`src/rtl/apple2_bus_host.sv`:
```
// apple2_bus_host: Apple II slot-bus initiator generating PHI1/PHI0, address, data and slot
// strobes from a valid/ready request port, one 6502-style bus cycle per accepted request.
module apple2_bus_host #(
   parameter int SLOT    = 6,
   parameter int LONGCYC = 65
) (
   input  logic        i_c7m,
   input  logic        i_res,
   output logic        o_nres,
   output logic        o_phi1,
   output logic        o_phi0,
   output logic [15:0] o_a,
   output logic        o_nwe,
   output logic [7:0]  o_dout,
   output logic        o_doe,
   input  logic [7:0]  i_din,
   output logic        o_ndevsel,
   output logic        o_niosel,
   output logic        o_niostrb,
   input  logic        i_req_valid,
   output logic        o_req_ready,
   input  logic        i_req_wr,
   input  logic [15:0] i_req_addr,
   input  logic [7:0]  i_req_wdata,
   output logic        o_rsp_valid,
   output logic [7:0]  o_rsp_rdata
);
   localparam logic [6:0] LC_LAST = 7'(LONGCYC - 1);
   localparam logic [3:0] DEV_NIB = 4'(8 + SLOT);
   localparam logic [7:0] IO_PAGE = 8'(192 + SLOT);

   logic [2:0]  r_ph;
   logic [6:0]  r_cc;
   logic        r_act;
   logic        r_nres;
   logic        r_phi1;
   logic        r_phi0;
   logic [15:0] r_a;
   logic        r_nwe;
   logic [7:0]  r_dout;
   logic        r_doe;
   logic        r_ndev;
   logic        r_nio;
   logic        r_nstrb;
   logic        r_rsp;
   logic [7:0]  r_rdata;

   logic        w_long;
   logic        w_wrap;
   logic [6:0]  w_cc_n;
   logic        w_dev;
   logic        w_io;
   logic        w_strb;

   assign w_long = (LONGCYC != 0) && (r_cc == LC_LAST);
   assign w_wrap = r_ph == (w_long ? 3'd7 : 3'd6);
   assign w_cc_n = (LONGCYC == 0 || r_cc == LC_LAST) ? 7'd0 : r_cc + 7'd1;
   assign w_dev  = r_a[15:8] == 8'hC0 && r_a[7:4] == DEV_NIB;
   assign w_io   = r_a[15:8] == IO_PAGE;
   assign w_strb = r_a[15:11] == 5'b11001;

   assign o_req_ready = w_wrap & ~i_res;
   assign o_nres      = r_nres;
   assign o_phi1      = r_phi1;
   assign o_phi0      = r_phi0;
   assign o_a         = r_a;
   assign o_nwe       = r_nwe;
   assign o_dout      = r_dout;
   assign o_doe       = r_doe;
   assign o_ndevsel   = r_ndev;
   assign o_niosel    = r_nio;
   assign o_niostrb   = r_nstrb;
   assign o_rsp_valid = r_rsp;
   assign o_rsp_rdata = r_rdata;

   always_ff @(posedge i_c7m) begin
      if (i_res) begin
         r_ph    <= 3'd0;
         r_cc    <= 7'd0;
         r_act   <= 1'b0;
         r_nres  <= 1'b0;
         r_phi1  <= 1'b1;
         r_phi0  <= 1'b0;
         r_a     <= 16'h0000;
         r_nwe   <= 1'b1;
         r_dout  <= 8'h00;
         r_doe   <= 1'b0;
         r_ndev  <= 1'b1;
         r_nio   <= 1'b1;
         r_nstrb <= 1'b1;
         r_rsp   <= 1'b0;
         r_rdata <= 8'h00;
      end else begin
         r_nres <= 1'b1;
         if (w_wrap) begin
            // this edge ends one cycle and starts the next: capture, complete and accept together
            r_ph    <= 3'd0;
            r_cc    <= w_cc_n;
            r_phi1  <= 1'b1;
            r_phi0  <= 1'b0;
            r_doe   <= 1'b0;
            r_ndev  <= 1'b1;
            r_nio   <= 1'b1;
            r_nstrb <= 1'b1;
            r_rsp   <= r_act;
            r_act   <= i_req_valid;
            r_nwe   <= ~(i_req_valid & i_req_wr);
            if (r_act & r_nwe)
               r_rdata <= i_din;
            if (i_req_valid)
               r_a <= i_req_addr;
            if (i_req_valid & i_req_wr)
               r_dout <= i_req_wdata;
         end else begin
            r_ph  <= r_ph + 3'd1;
            r_rsp <= 1'b0;
            if (r_ph == 3'd3) begin
               r_phi1  <= 1'b0;
               r_phi0  <= 1'b1;
               r_doe   <= r_act & ~r_nwe;
               r_ndev  <= ~(r_act & w_dev);
               r_nio   <= ~(r_act & w_io);
               r_nstrb <= ~(r_act & w_strb);
            end
         end
      end
   end
endmodule

```
`config.mk`:
```
export PLATFORM = sky130hd
export DESIGN_NAME = apple2_bus_host
export DESIGN_NICKNAME = d
export VERILOG_FILES = /design/src/rtl/apple2_bus_host.sv
export SDC_FILE = /design/constraint.sdc
export NUM_CORES = 1
export LEC_CHECK = 0
export CAP_MARGIN = 20
export CORE_ASPECT_RATIO = 1.4
export CORE_MARGIN = 2
export CORE_UTILIZATION = 31
export CTS_CLUSTER_SIZE = 24
export DETAILED_ROUTE_END_ITERATION = 16
export SETUP_SLACK_MARGIN = 0.02
export SLEW_MARGIN = 20
export SYNTH_ARGS = -nofsm -noshare
export SYNTH_HDL_FRONTEND = slang
export SYNTH_SLANG_ARGS = --single-unit
```
`constraint.sdc`:
```
create_clock -name i_c7m -period 2.5 [get_ports i_c7m]
set_input_delay 0.5 -clock i_c7m [delete_from_list [all_inputs] [get_ports i_c7m]]
set_output_delay 0.5 -clock i_c7m [all_outputs]
set_load 0.05 [all_outputs]
```
Word-level counts from Yosys, hierarchy flattened
Cells that the tools add are included.
{ "totals": {"inputBits": 36, "ff_bits": 52, "output_inout_bits": 42} }
{ "op_classes": {"bitwise": 14, "muxes": 3, "add_sub_neg": 2, "n_eq_ne": 7, "n_reduce_logical": 6} }
{ "ops": {"columns": ["cell", "count"], "rows": [
  ["== test 8 bit, second input constant", 2],
  ["adder 7 x 1 -> 7 bit, second input constant", 1],
  ["bitwise AND 1 bit", 7],
  ["== test 7 bit, second input constant", 1],
  ["two-way mux 7 bit", 1],
  ["NOT 1 bit", 7],
  ["AND reduction 2 bit", 3],
  ["== test 5 bit, second input constant", 1],
  ["== test 4 bit, second input constant", 1],
  ["OR reduction 2 bit", 2],
  ["adder 3 x 1 -> 3 bit, second input constant", 1],
  ["== test 3 x 2 -> 1 bit, second input constant", 1],
  ["== test 3 bit", 1],
  ["two-way mux 1 bit", 2],
  ["logical AND 1 bit", 1]
]} }

Logic depth before layout (Yosys ltp)
{ "depth": {"depth_word": 5, "mapped_depth": 8, "ltp_nobuf": 6} }

Least setup slack after synthesis
Ideal clock, no wire load.
{ "synth_timing": {"path_kind": "register to output", "start": "reg r_cc[3]", "end": "out o_req_ready", "arrival_time_ps": 1895, "setup_slack_ps": 105, "stages_incl_launch_ff": 6, "path_buffers": 1, "path_cell_list": "dfxtp_1 > or4b_4 > nor3_4 > or2_2 > clkbuf_1 > and2_1"} }
{ "synth_between": {"elab_chain_cells": 4} }
{ "synth_rtl": {"columns": ["item", "line_no", "source"], "rows": [
  ["from (decl)", "33", "logic [6:0] r_cc;"],
  ["from (signal assigned)", "98", "r_cc <= w_cc_n;"],
  ["== test 7 bit", "55", "assign w_long = (LONGCYC != 0) && (r_cc == LC_LAST);"],
  ["two-way mux 1 bit", "56", "assign w_wrap = r_ph == (w_long ? 3'd7 : 3'd6);"],
  ["== test 3 bit", "56", null],
  ["bitwise AND 1 bit", "62", "assign o_req_ready = w_wrap & ~i_res;"],
  ["to (decl)", "21", "output logic o_req_ready,"]
]} }
No other way between the ends.

Worst setup path after layout
Same ends and word-level chain as after synthesis.

==> results.ini <==
[finish]
drive_gt1_frac=0.118
n_fill_cell=675
final_common_cell=clkdlybuf4s50_1
postLayoutCellArea_mm2=0.00327
layout_common_cells=clkdlybuf4s50_1, nand2_1, dfxtp_1
diodes=0
layout.nets=361
area_growth_pct=45.1

[drt]
drc=0
ant_nets=0
wire_per_inst_um=12.7
vias=1939
dr.pass1.iters=4
drtIter0Drc=61
routed_wirelength_um=5300
avgViaCountPerCell=4.65

[cts]
clock_latency_ns=0.30
postCtsHoldBufs=0
post_cts_buffers=0
cts_tree=built
cts_root_buffer=clkbuf_8
clock-sinks=52
numCtsBuffers=5
clockBufferDepth=2
htree_levels=2
path_clk_slew_ns=0.09

[worst_setup_path]
crit_type=flip-flop to output pin
worstSetupEndpointType=output pin
start_kind=flip-flop
path_cells=or4b_4, nor3_4, or2_4, and2_4, buf_12
path_buf_inv=1
required_ns=2.00
cpLargestDelayFamily=simple AND/OR/NAND/NOR gates
cp_slowest_cell=or4b_4
cp_max_fo=6
arrival_ns=1.87
max_stage_delay_ns=0.58

[flow_run]
maxCapViolCount=0

[die]
die_h_um=105
fp.coreArea_mm2=0.00698
fp.dieW_um=76.1
fp-row-count=36
dieArea_mm2=0.00798
pin_count=78
start_util=0.323

[sta]
tns_ns=0
finalSetupViolations=0
fin_crit_ns=2.37
fmax_mhz=423
rsz0062_at_grt=false
hold_viol=0
relSlewSlack=0.533
drv_slew=0
period_share=0.947
fin_skew_ns=0.00779
tightestPinTransition_ns=0.682

[synthesis]
ys.warnings.count=0
synth_top_area_frac=0.462
synthCells=245
yosysUniqueCellTypes=47
ys.flop_type=dfxtp_1
synth-seq-cells=52
synthTopCellsByArea=dfxtp_1, mux2i_1, nand2_1
async_flop_share=0
syn_area_per_cell_um2=9.20
synth_fp_nets=285
synth-edff-count=0
seq_area_frac_synth=0.462
syn_area_mm2=0.00225
synth_top_area_cell=dfxtp_1

[global_routing]
grt_max_degree=54
grtUsageTotal=0.136
grt_pass1_wl_um=9020
overflow=0
antenna_found_initial=0
grt_pass1_vias=1891

[power_and_ir_drop]
power_density_mw_per_mm2=474
peakVddDrop_uv=302
p_leak_nw=1.17

[status]
outcome=finished, final reports clean

[placed_design]
port_buffers=77
dpl-instance-area_mm2=0.00312
routabilityCongestion=0.763
hpwl_um=3870

[hold_path]
min_path_type=flip-flop to flip-flop

cell usage after synthesis, types with 2 or more instances:
master and count:
a21bo_2 8, a21o_1 2, a21oi_1 12, and2_1 2, and3_1 2, buf_2 2
clkbuf_1 9, dfxtp_1 52, ha_1 4, inv_1 7, mux2i_1 24, nand2_1 54
nand2b_1 2, nand3_1 12, nand4b_1 2, nor2_1 4, nor2b_1 2, nor3_1 5
o21a_1 2, o21ai_0 7, o32ai_1 2, or2_2 2, or3_1 3
where the power goes:
part | leakage, nW | internal (mW) | switching [mW] | total (mW)
Sequential | 0.422 | 0.838 | 0.0122 | 0.850
Clock | 0.0552 | 0.297 | 0.266 | 0.563
Combinational | 0.695 | 0.0767 | 0.0608 | 0.138
Total | 1.17 | 1.21 | 0.338 | 1.55
layer usage:
metal	vias up	global-route usage	wire, um
met5	-	0	0
met4	0	0.0351	62
met3	5	0.0492	406
met2	51	0.231	2600
met1	885	0.162	2230
li1	998	-	-
flip-flops by register name (all words and copies together) (netlist names), 3 cells and up:
name         cells
r_ph             3
o_rsp_rdata      8
r_cc             7
o_a             16
o_dout           8
tightest hold or removal path, delay by kind of cell (launching register included):
kind / cells / cell delay, ns
AND/OR/NAND/NOR: 1 / 0.05
multiplexers: 1 / 0.05
flip-flops: 1 / 0.32
worst paths after layout:
kind | from | to | slack [ns] | cells after the start
worst max-delay path | r_cc[3] | o_req_ready | 0.13 | 5
worst min-delay path | o_rsp_rdata[1] | o_rsp_rdata[1] | 0.46 | 2
worst max register to register | r_ph[0] | o_ndevsel | 0.45 | 6
worst min register to register | o_rsp_rdata[1] | o_rsp_rdata[1] | 0.46 | 2
layout make-up:
class,count,area (um^2),area share
clock buffer,6,72.6,0.0222
clock inverter,2,35.0,0.0107
inverter,8,30.0,0.00918
multi-input combinational,171,1140,0.349
sequential,52,1050,0.320
tap,95,119,0.0364
timing repair buffer,83,826,0.253
what timing repair did:
item	CTS	global route
gates resized for setup	4	7
pin swaps	0	1
endpoints found under the setup margin	1	1
kinds of logic (layout without fill, tap and decap cells):
kind of cell / count (synthesis) / count (layout) / synth area share
buffers and inverters: 22 / 99 / 0.0461
adders and majority gates: 4 / 4 / 0.0222
and+or+nand+nor: 100 / 100 / 0.222
AOI/OAI and AO/OA: 42 / 42 / 0.136
DFF: 52 / 52 / 0.462
muxes: 25 / 25 / 0.112
per-stage QoR:
step	setup WS (ns)	utilization	total power, mW	cells	hold WS, ns
3_3_place_gp	0.253	0.447	1.01	409	0.443
2_1_floorplan	0.105	-	0.928	245	0.476
3_5_place_dp	0.223	0.447	1.01	409	0.448
4_1_cts	0.0202	0.466	1.58	417	0.462
6_report	0.134	0.468	1.55	417	0.458
5_1_grt	0.0475	0.468	1.62	417	0.480
Note: power is estimated with default switching activity, not from simulation.
